`config.mk`:
```
export PLATFORM = sky130hd
export DESIGN_NAME = ub_read_streamer
export DESIGN_NICKNAME = d
export VERILOG_FILES = /design/src/rtl/ub_read_streamer.sv
export SDC_FILE = /design/constraint.sdc
export NUM_CORES = 1
export LEC_CHECK = 0
export ABC_AREA = 0
export CAP_MARGIN = 20
export CORE_MARGIN = 4
export CORE_UTILIZATION = 55
export CTS_BUF_LIST = sky130_fd_sc_hd__clkbuf_4 sky130_fd_sc_hd__clkbuf_8
export DETAILED_ROUTE_END_ITERATION = 8
export DONT_BUFFER_PORTS = 1
export GPL_TIMING_DRIVEN = 0
export PLACE_DENSITY = 0.76
export REMOVE_ABC_BUFFERS = 1
export SKIP_CTS_REPAIR_TIMING = 1
export SYNTH_ARGS = -nofsm -noshare
export SYNTH_HDL_FRONTEND = slang
export SYNTH_SLANG_ARGS = --single-unit
```
`constraint.sdc`:
```
create_clock -name clk -period 8.5 [get_ports clk]
set_clock_uncertainty 0.2 [all_clocks]
set_input_delay 1.7 -clock clk [delete_from_list [all_inputs] [get_ports clk]]
set_output_delay 1.7 -clock clk [all_outputs]
set_load 0.05 [all_outputs]
```
`src/rtl/ub_read_streamer.sv`:
```
// -----------------------------------------------------------------------------
// ub_read_streamer
//
// Read-side initiator for the single-port unified buffer. A start command
// latches a base address and a word count, the block issues sequential reads
// to the buffer and forwards the returned words, in order, on a valid/ready
// stream toward the array feeder. A 2-entry skid FIFO absorbs the buffer's
// one-cycle registered read latency so backpressure never drops or repeats a
// word.
//
// Ports:
//   clk              system clock, rising edge
//   rst_n            asynchronous active-low reset
//   start            command strobe, only honoured in IDLE
//   base_addr        first word address, captured with start
//   length           word count, captured with start (clamped to 2^ADDRESSSIZE)
//   busy             high while a non-empty command is being executed
//   done             one-cycle completion pulse
//   ub_write_enable  buffer write enable, constant 0
//   ub_address       registered buffer address
//   ub_data_out      buffer read data (valid the cycle after an address is read)
//   m_valid          stream word valid
//   m_ready          downstream ready
//   m_data           stream word
//   m_last           marks the final word of a command
//
// Stream handshake: a beat transfers on a rising clk edge where m_valid and
// m_ready are both high. Once m_valid is raised, it and m_data/m_last stay
// unchanged until that transfer happens; m_valid never depends on m_ready.
// -----------------------------------------------------------------------------
module ub_read_streamer #(
    parameter int ADDRESSSIZE = 10,
    parameter int WORDSIZE    = 64,
    parameter int LENSIZE     = ADDRESSSIZE + 1
) (
    input  logic                   clk,
    input  logic                   rst_n,
    input  logic                   start,
    input  logic [ADDRESSSIZE-1:0] base_addr,
    input  logic [LENSIZE-1:0]     length,
    output logic                   busy,
    output logic                   done,
    output logic                   ub_write_enable,
    output logic [ADDRESSSIZE-1:0] ub_address,
    input  logic [WORDSIZE-1:0]    ub_data_out,
    output logic                   m_valid,
    input  logic                   m_ready,
    output logic [WORDSIZE-1:0]    m_data,
    output logic                   m_last
);

    // Largest word count a single command may request: the whole buffer.
    localparam logic [LENSIZE-1:0] MAX_LEN = LENSIZE'(1) << ADDRESSSIZE;

    typedef enum logic [1:0] {
        S_IDLE  = 2'd0,
        S_READ  = 2'd1,
        S_DRAIN = 2'd2,
        S_DONE  = 2'd3
    } state_t;

    state_t state;
    state_t state_next;

    // Command registers
    logic [LENSIZE-1:0] len_q;      // clamped word count of the running command
    logic [LENSIZE-1:0] issued;     // reads issued so far

    // Read pipeline: the buffer samples ub_address at the issuing edge and its
    // data is pushed into the FIFO at the following edge.
    logic inflight;
    logic inflight_last;

    // 2-entry skid FIFO
    logic [WORDSIZE-1:0] fifo_data [2];
    logic [1:0]          fifo_last;
    logic                wr_ptr;
    logic                rd_ptr;
    logic [1:0]          fifo_count;

    logic               push;
    logic               pop;
    logic               start_go;
    logic               issue;
    logic [2:0]         occupancy;
    logic [LENSIZE-1:0] length_clamped;

    assign ub_write_enable = 1'b0;

    assign m_valid = (fifo_count != 2'd0);
    assign m_data  = fifo_data[rd_ptr];
    assign m_last  = fifo_last[rd_ptr];

    assign pop  = m_valid & m_ready;
    assign push = inflight;

    assign start_go       = (state == S_IDLE) && start;
    assign length_clamped = (length > MAX_LEN) ? MAX_LEN : length;

    // Words that will occupy the FIFO once everything already in flight has
    // landed, after this cycle's pop. Issuing only while this is below 2
    // guarantees the new word has a slot even if the consumer stalls from now
    // on, while still allowing one issue per cycle when a pop happens every
    // cycle.
    assign occupancy = {1'b0, fifo_count} + {2'b00, inflight} - {2'b00, pop};

    assign issue = (state == S_READ) && (issued < len_q) && (occupancy < 3'd2);

    assign busy = (state == S_READ) || (state == S_DRAIN);
    assign done = (state == S_DONE);

    // -------------------------------------------------------------------------
    // FSM state register
    // -------------------------------------------------------------------------
    always_ff @(posedge clk or negedge rst_n) begin
        if (!rst_n) begin
            state <= S_IDLE;
        end else begin
            state <= state_next;
        end
    end

    // -------------------------------------------------------------------------
    // FSM next-state logic
    // -------------------------------------------------------------------------
    always_comb begin
        state_next = state;
        case (state)
            S_IDLE: begin
                if (start) begin
                    // A zero-length command completes without touching the buffer.
                    state_next = (length != '0) ? S_READ : S_DONE;
                end
            end
            S_READ: begin
                if (issued == len_q) begin
                    state_next = S_DRAIN;
                end
            end
            S_DRAIN: begin
                // The final beat is leaving now and nothing else is pending.
                if (pop && m_last && (fifo_count == 2'd1) && !inflight) begin
                    state_next = S_DONE;
                end
            end
            S_DONE: begin
                state_next = S_IDLE;
            end
            default: begin
                state_next = S_IDLE;
            end
        endcase
    end

    // -------------------------------------------------------------------------
    // Command, address and read pipeline registers
    // -------------------------------------------------------------------------
    always_ff @(posedge clk or negedge rst_n) begin
        if (!rst_n) begin
            len_q         <= '0;
            issued        <= '0;
            ub_address    <= '0;
            inflight      <= 1'b0;
            inflight_last <= 1'b0;
        end else begin
            if (start_go && (length != '0)) begin
                // Present the first address now; it is read at the next edge.
                ub_address <= base_addr;
                len_q      <= length_clamped;
                issued     <= '0;
            end

            if (issue) begin
                issued <= issued + LENSIZE'(1);
                // Advance only when another word remains, so the address
                // rests on the final word once the command is fully issued.
                if ((issued + LENSIZE'(1)) < len_q) begin
                    ub_address <= ub_address + ADDRESSSIZE'(1);
                end
            end

            inflight      <= issue;
            inflight_last <= issue && (issued == (len_q - LENSIZE'(1)));
        end
    end

    // -------------------------------------------------------------------------
    // Skid FIFO
    // -------------------------------------------------------------------------
    always_ff @(posedge clk or negedge rst_n) begin
        if (!rst_n) begin
            fifo_data[0] <= '0;
            fifo_data[1] <= '0;
            fifo_last    <= '0;
            wr_ptr       <= 1'b0;
            rd_ptr       <= 1'b0;
            fifo_count   <= '0;
        end else begin
            if (push) begin
                fifo_data[wr_ptr] <= ub_data_out;
                fifo_last[wr_ptr] <= inflight_last;
                wr_ptr            <= ~wr_ptr;
            end
            if (pop) begin
                rd_ptr <= ~rd_ptr;
            end
            case ({push, pop})
                2'b10:   fifo_count <= fifo_count + 2'd1;
                2'b01:   fifo_count <= fifo_count - 2'd1;
                default: fifo_count <= fifo_count;
            endcase
        end
    end

endmodule

```
==> results, run 1 <==
- In this run, the number of DRC markers left after iteration 0 of detailed routing was 200.
- The overall routed net length is 17.1 mm.
- The tightest min-delay check is of the register to register type.
- In the global route stage, met3 resource usage came out at 0.0679.
- The share of synthesized area in the top cell type comes to 0.502.
- The floorplan has 45 rows.
- The final setup violation count is 0.
- The count of TritonRoute iterations in the first routing pass is 6.
- The cell area that synthesis handed to floorplanning was 0.00848 sq mm.
- The kind of start point of the critical path is an input port.
- The total number of vias is 5,181.
- The required time of the worst setup path is between 8 and 9 ns.
- Of all cell types, the one taking the most synthesized area is dfrtp_1.
- The source of the worst hold timing path is fifo_data[106].
- The synthesis-stage register bit count is 170.
- The total number of clock tree sinks is between 150 and 200.
- The via density per instance is 6.05.
- In the routed design, unresolved DRC markers number 0.
- STA puts the critical path data arrival time at 5.50 ns.
- The tree is rooted in a clkbuf_8.
- The number of inserted diodes is 0.
- Yosys mapped a number of flops with a built-in enable equal to 0.
- The worst-path cell with the longest stage delay is a2111oi_4.
- The post-route worst setup slack is 3.20 ns.
- The die width is 132 um.
- Sorting the synthesized cells by area gives the leading types as dfrtp_1 (50%), mux2_2 (26%), ha_1 (5.0%), xnor2_1 (1.8%), o21ai_0 (1.7%).
- The longest clock path from root to sink contains 2 buffers.
- In this run the mean area of a mapped cell was 12.6 sq um.
- The run finished with clean final reports.
- Clock-pin slew was measured on the worst setup and hold paths at 0.09 ns.
- The cell count after synthesis is 671.
- The depth of the CTS H-tree is 4.
- The worst register-to-register path begins at fifo_count[1].
- The end of the worst register-to-register path is ub_address[2].
- The first global-routing pass estimated 28.8 mm of wire.
- Broken down by cell family, the worst path's largest delay share belongs to simple AND/OR/NAND/NOR gates.
- The clock period minus worst slack is 5.30 ns.
- The full die area is 0.0175 sq mm.
- TritonCTS built the clock tree.
- The signal on the critical path passes through nor2b_1 -> ha_1 -> nor2_1 -> fa_1 -> or4b_4 -> a2111oi_4 -> and2_1 -> nand2b_1 -> o221a_1.
- The final max-slew violation count came to 0.
- After routing, the total negative slack on setup checks comes to 0 ns.
- The highest net fanout along the worst path is 21.
- The count of different cell masters after synthesis is 44.
- Across every metal layer, demand over resource in global routing totals 0.204.
- The path type of the worst setup path is input port to register.
- Counting cells, the worst reg-to-reg path comes to 11.
- Setup slack on the worst reg-to-reg path comes out at 3.73 ns.
- The area of the core is 0.0151 sq mm.
- The layout has 1,186 filler cells.
- For this run, the leading register cell type out of synthesis is dfrtp_1.
- The reported max-cap violation count is 0.
- The half-perimeter wire length after detailed placement is between 10 and 15 mm.
- For this run, asynchronously set or reset flops after synthesis account for 1.00.
- The leftover overflow at the end of global routing is 0.
- The top-level port count is roughly 170.
- The worst pin sits at a relative slew slack of 0.347.
- The number of antenna violations at the first check in global routing is 0.
- For the worst-skew pair, the clock arrives at the later sink with an insertion delay of around 0.46 ns.
- For this configuration, the core starts out at a cell density of 0.560.
- The number of buffers created by CTS is 17.
- The maximum single-stage delay on the critical path is 0.77 ns.
- For this run, global-route usage on met1 was measured as 0.249.
- The actual transition at the worst max-transition pin is between 0.9 and 1 ns.
- The count of port buffers added during placement is 0.
- The final-stage net count is between 700 and 800.
- Setup repair after global routing left no endpoint under its margin.
- The number of global-route vias before repair came to 5,540.
- The relative area change from synthesis to final layout is 6.34%.
- The final antenna-violating net count is 0.
- The final hold violation count is 0.
- The share of cells above drive strength 1 is 0.351.
- The path with the worst hold slack has its endpoint at fifo_data[106].
- Before CTS, the worst setup slack after placement is 2.65 ns.
- Entering global routing, the biggest net connects 171 pins.
- The busiest layer in global routing is met2.
- The height of the die is 132 um.
- The part of the cycle the worst path needs is 0.624.
- The count of warnings emitted by yosys is 0.
- The nature of the critical path endpoint is a register.
- Derived from the worst setup path, the maximum achievable clock frequency is 189 MHz.
- The count of buffer and inverter cells on the critical path is 0.
- The final weighted congestion of routability-driven global placement is 0.834.
- For this run, global-route usage on met2 was measured as 0.344.
- The number of stages on the worst hold path is 1.
- The share of the Yosys chip area taken by registers is 0.502.
- In the final routed layout, each cell accounts on average for 20.0 um.
stage by stage:
| step | area (sq um) | instances | util | hold slack, ns |
|---|---|---|---|---|
| floorplan | 8340 | 635 | - | 0.261 |
| global route | 9020 | 857 | 0.596 | 0.319 |
| detailed placement | 8640 | 825 | 0.570 | 0.287 |
| CTS | 9020 | 857 | 0.596 | 0.310 |
| finish | 9020 | 857 | 0.596 | 0.308 |
| global placement | 8570 | 823 | 0.566 | 0.276 |
layer usage:
metal,vias up,wire (um)
met1,2605,7110
met3,20,1200
li1,2406,-
met4,0,207
met2,150,8600
met5,-,0
cell type report:
class	instances	area (sq um)	share of cell area
Sequential cell	170	4260	0.472
Multi-Input combinational cell	440	4000	0.444
Timing Repair Buffer	2	47.5	0.00527
Clock inverter	15	148	0.0164
Tap cell	188	235	0.0261
Inverter	25	93.8	0.0104
Clock buffer	17	234	0.0259
worst max-delay path by stage:
stage            start            end  slack (ns)  cells past startpoint
2_1_floorplan  m_ready  ub_address[8]        3.37                      9
4_1_cts        m_ready  ub_address[6]        3.15                      9
3_5_place_dp   m_ready  ub_address[3]        2.65                      9
5_1_grt        m_ready  ub_address[2]        2.91                      9
3_3_place_gp   m_ready  ub_address[9]        2.81                      9
6_report       m_ready  ub_address[2]        3.20                      9
sequential cells by signal (all words and copies together) (netlist names):
register	flops
fifo_data	128
issued	11
len_q	11
ub_address	10
fifo_count	2
fifo_last	2
state	2
inflight	1
inflight_last	1
rd_ptr	1
wr_ptr	1
Yosys cell counts (2+ instances only):
cell type,instances
mux2_2,196
dfrtp_1,170
ha_1,34
clkbuf_1,31
o21ai_0,29
inv_1,25
nand3_1,23
nand2_1,21
a21oi_1,19
xnor2_1,17
nor2_1,13
nand3b_1,12
and3_1,8
o221a_1,8
a22o_1,7
xor2_1,7
nand4_1,6
a211oi_1,4
nor2b_1,4
nor3_1,4
nor4_1,4
a41oi_1,2
and2_1,2
buf_2,2
buf_4,2
mux2i_1,2
nand2b_1,2
layout by cell type, fill, tap and decap left out, types with 2 or more instances in the layout:
cell / synthesis / routed
mux2_2: 196 / 196
dfrtp_1: 170 / 169
ha_1: 34 / 34
o21ai_0: 29 / 29
inv_1: 25 / 25
nand3_1: 23 / 23
nand2_1: 21 / 20
a21oi_1: 19 / 19
xnor2_1: 17 / 17
clkbuf_8: 0 / 17
nor2_1: 13 / 12
nand3b_1: 12 / 12
and3_1: 8 / 8
o221a_1: 8 / 8
xor2_1: 7 / 7
a22o_1: 7 / 7
nand4_1: 6 / 6
inv_8: 0 / 6
nor2b_1: 4 / 4
nor3_1: 4 / 4
nor4_1: 4 / 4
a211oi_1: 4 / 4
clkinv_4: 0 / 3
and2_1: 2 / 2
nand2b_1: 2 / 2
a41oi_1: 2 / 2
mux2i_1: 2 / 2
clkinvlp_4: 0 / 2
inv_6: 0 / 2
kinds of logic after synthesis:
logic type / after synthesis / share of synthesized area
AO/OA/AOI/OAI: 81 / 0.0665
XOR/XNOR: 24 / 0.0248
adder cells (fa/ha/maj): 35 / 0.0525
buffers and inverters: 61 / 0.0282
flip-flops: 170 / 0.502
multiplexers: 198 / 0.263
other: 1 / 0.000442
AND/OR/NAND/NOR: 101 / 0.0634
Power of run 1 is not shown: default switching activity piles up to over one toggle a cycle in this logic, so the estimate is an artifact.
==> run 2, diff against run 1 <==
clock period = 5.2 ns   (was 8.5 ns; I/O delays follow)
==> results of run 2 <==
The final DEF is identical to that of run 1. Status: complete, no violations.
Main changes from that run: setup slack after placement 2.65 ns -> 0.0137 ns; clock-pin slew on the worst setup and hold paths 0.09 ns -> 0.10 ns; setup slack after layout 3.20 ns -> 0.433 ns; hold slack 0.308 ns -> 0.0641 ns; start point of the critical path m_ready -> fifo_count[1]; register-to-register setup slack 3.73 ns -> 0.43 ns
Power of run 2 is left out for the same reason.
==> run 3, diff against run 2 <==
RECOVER_POWER = 50   (was default)
==> results, run 3 (synthesis gave the netlist of run 1 again) <==
- Dividing the detail-routed wire length by the instance count gives 20.0 um.
- The full die area is 0.0175 sq mm.
- The overall routed net length is 17.1 mm.
- The overall routing resource usage is 0.204.
- The final setup violation count is 0.
- The total instance count after detailed placement is 825.
- Buffers placed on the I/O ports in this run total 0.
- The number of antenna violations at the first check in global routing is 0.
- On the worst path, the slowest cell contributes a delay of roughly 0.77 ns.
- Global routing finished with a remaining overflow of 0.
- The worst hold path belongs to the class input port to async pin.
- Buffers inserted during clock tree synthesis total 17.
- The via density per instance is 6.04.
- Setup repair after global routing left no endpoint under its margin.
- The clock tree from TritonCTS is yes.
- The kind of start point of the critical path is a register.
- The most flop-heavy register is fifo_data.
- The share of cells above drive strength 1 is 0.347.
- The clock transition time at the flip-flop clock pins of the worst setup and hold paths is 0.10 ns.
- The total number of clock tree sinks is 170.
- The run finished, with violations left.
- Summed over all nets, the half-perimeter wirelength after detailed placement is between 10 and 15 mm.
- In this run the count of I/O pins placed on the die edge is 168.
- The first global-routing pass estimated 28.8 mm of wire.
- The core region is around 0.015 sq mm.
- The buffer levels on the longest clock path is 2.
- The final max-slew violation count is between 100 and 150.
- The sequential standard cell area is 0.00425 sq mm.
- The detailed-route DRC error count is 0.
- The actual transition at the worst max-transition pin is roughly 2.9 ns.
- In this run the worst path has a maximum fanout of 21.
- The tree is rooted in a clkbuf_8.
- The number of antenna diodes in the final layout is 0.
- The critical path is of the register to register type.
- The library cells used most frequently in the layout, excluding fill and tap cells, are mux2_2 (196), dfrtp_1 (170), ha_1 (34).
- The final hold violation count is 0.
- Of the available clock period, the critical path in the final layout requires 0.917.
- From left edge to right edge, the die measures 132 um.
- The checks that failed: capacitance limit, slew limit.
- The routed layout has 5,180 vias.
- The worst setup path is captured at a register.
- The relative area change from synthesis to final layout is 6.12%.
- Across the run, the number of max-cap violations was 3.
- The internal reg-to-reg setup slack is 0.43 ns.
- The number of inserted filler cells in the final layout is 1,190.
- The number of core rows is 45.
- Entering global routing, the biggest net connects 171 pins.
- The final weighted congestion of routability-driven global placement is roughly 0.83.
- The initial cell density of the core is 0.560.
- The detailed router finished its first iteration with 189 violations.
- The number of buffers and inverters on the critical path is 1.
- The family with the most delay on the worst path is simple AND/OR/NAND/NOR gates.
- The count of nets left with antenna violations once routing finished came out at 0.
- Based on the critical path, the design can be clocked at up to 210 MHz.
- The number of global-route vias before repair is 5,540.
- Before antenna repair, the detailed router went through 6 iterations.
- The largest individual stage delay along the critical path comes from the cell a2111oi_4.
- The register with the most flip-flops in the layout has 128 of them.
- Walking the worst path, the cells encountered are inv_1 -> ha_1 -> nor2b_1 -> ha_1 -> nor2_1 -> fa_1 -> or4b_4 -> a2111oi_4 -> and2_1 -> nand2b_1 -> o221a_1.
- The H-tree generated during clock tree synthesis spans 4 levels.
- In the final layout, the registers with the most flip-flops are fifo_data (128), issued (11), len_q (11).
- The height of the die is 132 um.
- The setup slack at placement is 0.0137 ns.
- The worst register-to-register path ends at ub_address[2].
- The reg-to-reg startpoint is fifo_count[1].
- The most used cell along the critical path is ha_1.
- The final-stage net count is a little under 800.
- The most common cell after layout, fill and taps aside is mux2_2.
- Summing all multi-input logic gate instances after layout gives 0.00399 sq mm.
- At the worst endpoint, the required time is 5.39 ns.
- For the worst-skew pair, the clock arrives at the later sink with an insertion delay of 0.46 ns.
- For the worst setup path, the data arrival time is ~5.0 ns.
- The max-slew headroom at the worst pin is -0.906.
- Setup slack closes at 0.433 ns.
- The smallest clock period supported by the final layout is computed as 4.77 ns.
- The cell count of the worst reg-to-reg path is 11.
- The count of cells in the finished layout, fillers not included, comes to 857.
## run 3: cell count changes in the layout (fill, tap and decap cells not counted)
cell,previous run,this run
nor2_4,1,0
dfrtp_1,169,170
nand2_4,1,0
nand2_1,20,21
nor2_1,12,13
dfrtp_4,1,0
## run 3: worst max path at each step
stage                     cells past startpoint        endpoint  slack, ns          start
after floorplan                               9   ub_address[8]       0.73        m_ready
after global placement                        3  fifo_data[100]      -0.34       inflight
after detailed placement                      9   ub_address[3]       0.01        m_ready
after CTS                                    11   ub_address[6]       0.34  fifo_count[1]
after global routing                         11   ub_address[2]       0.06  fifo_count[0]
final                                        11   ub_address[2]       0.43  fifo_count[1]
## run 3: per-layer routing
| layer | vias up | GRT usage | share of wire |
|---|---|---|---|
| met5 | - | 0 | 0 |
| met4 | 0 | 0.0624 | 0.011 |
| met3 | 19 | 0.0679 | 0.068 |
| met2 | 139 | 0.344 | 0.50 |
| met1 | 2615 | 0.249 | 0.42 |
| li1 | 2407 | - | - |
## run 3: area by class of cell
cell class                      instances  area share
Clock inverter                         15      0.0164
Sequential cell                       170       0.473
Tap cell                              188      0.0261
Clock buffer                           17      0.0260
Inverter                               25      0.0104
Multi-Input combinational cell        440       0.443
Timing Repair Buffer                    2     0.00528
## run 3: metrics by stage
step | TNS (ns) | util | hold slack, ns | instance area [sq um]
global route | 0 | 0.594 | 0.00942 | 9000
floorplan | 0 | - | 0.261 | 8340
global placement | -21.37 | 0.566 | 0.276 | 8570
finish | 0 | 0.594 | 0.0627 | 9000
detailed placement | 0 | 0.570 | 0.287 | 8640
CTS | 0 | 0.596 | 0.0238 | 9020
Power of run 3 is left out for the same reason.
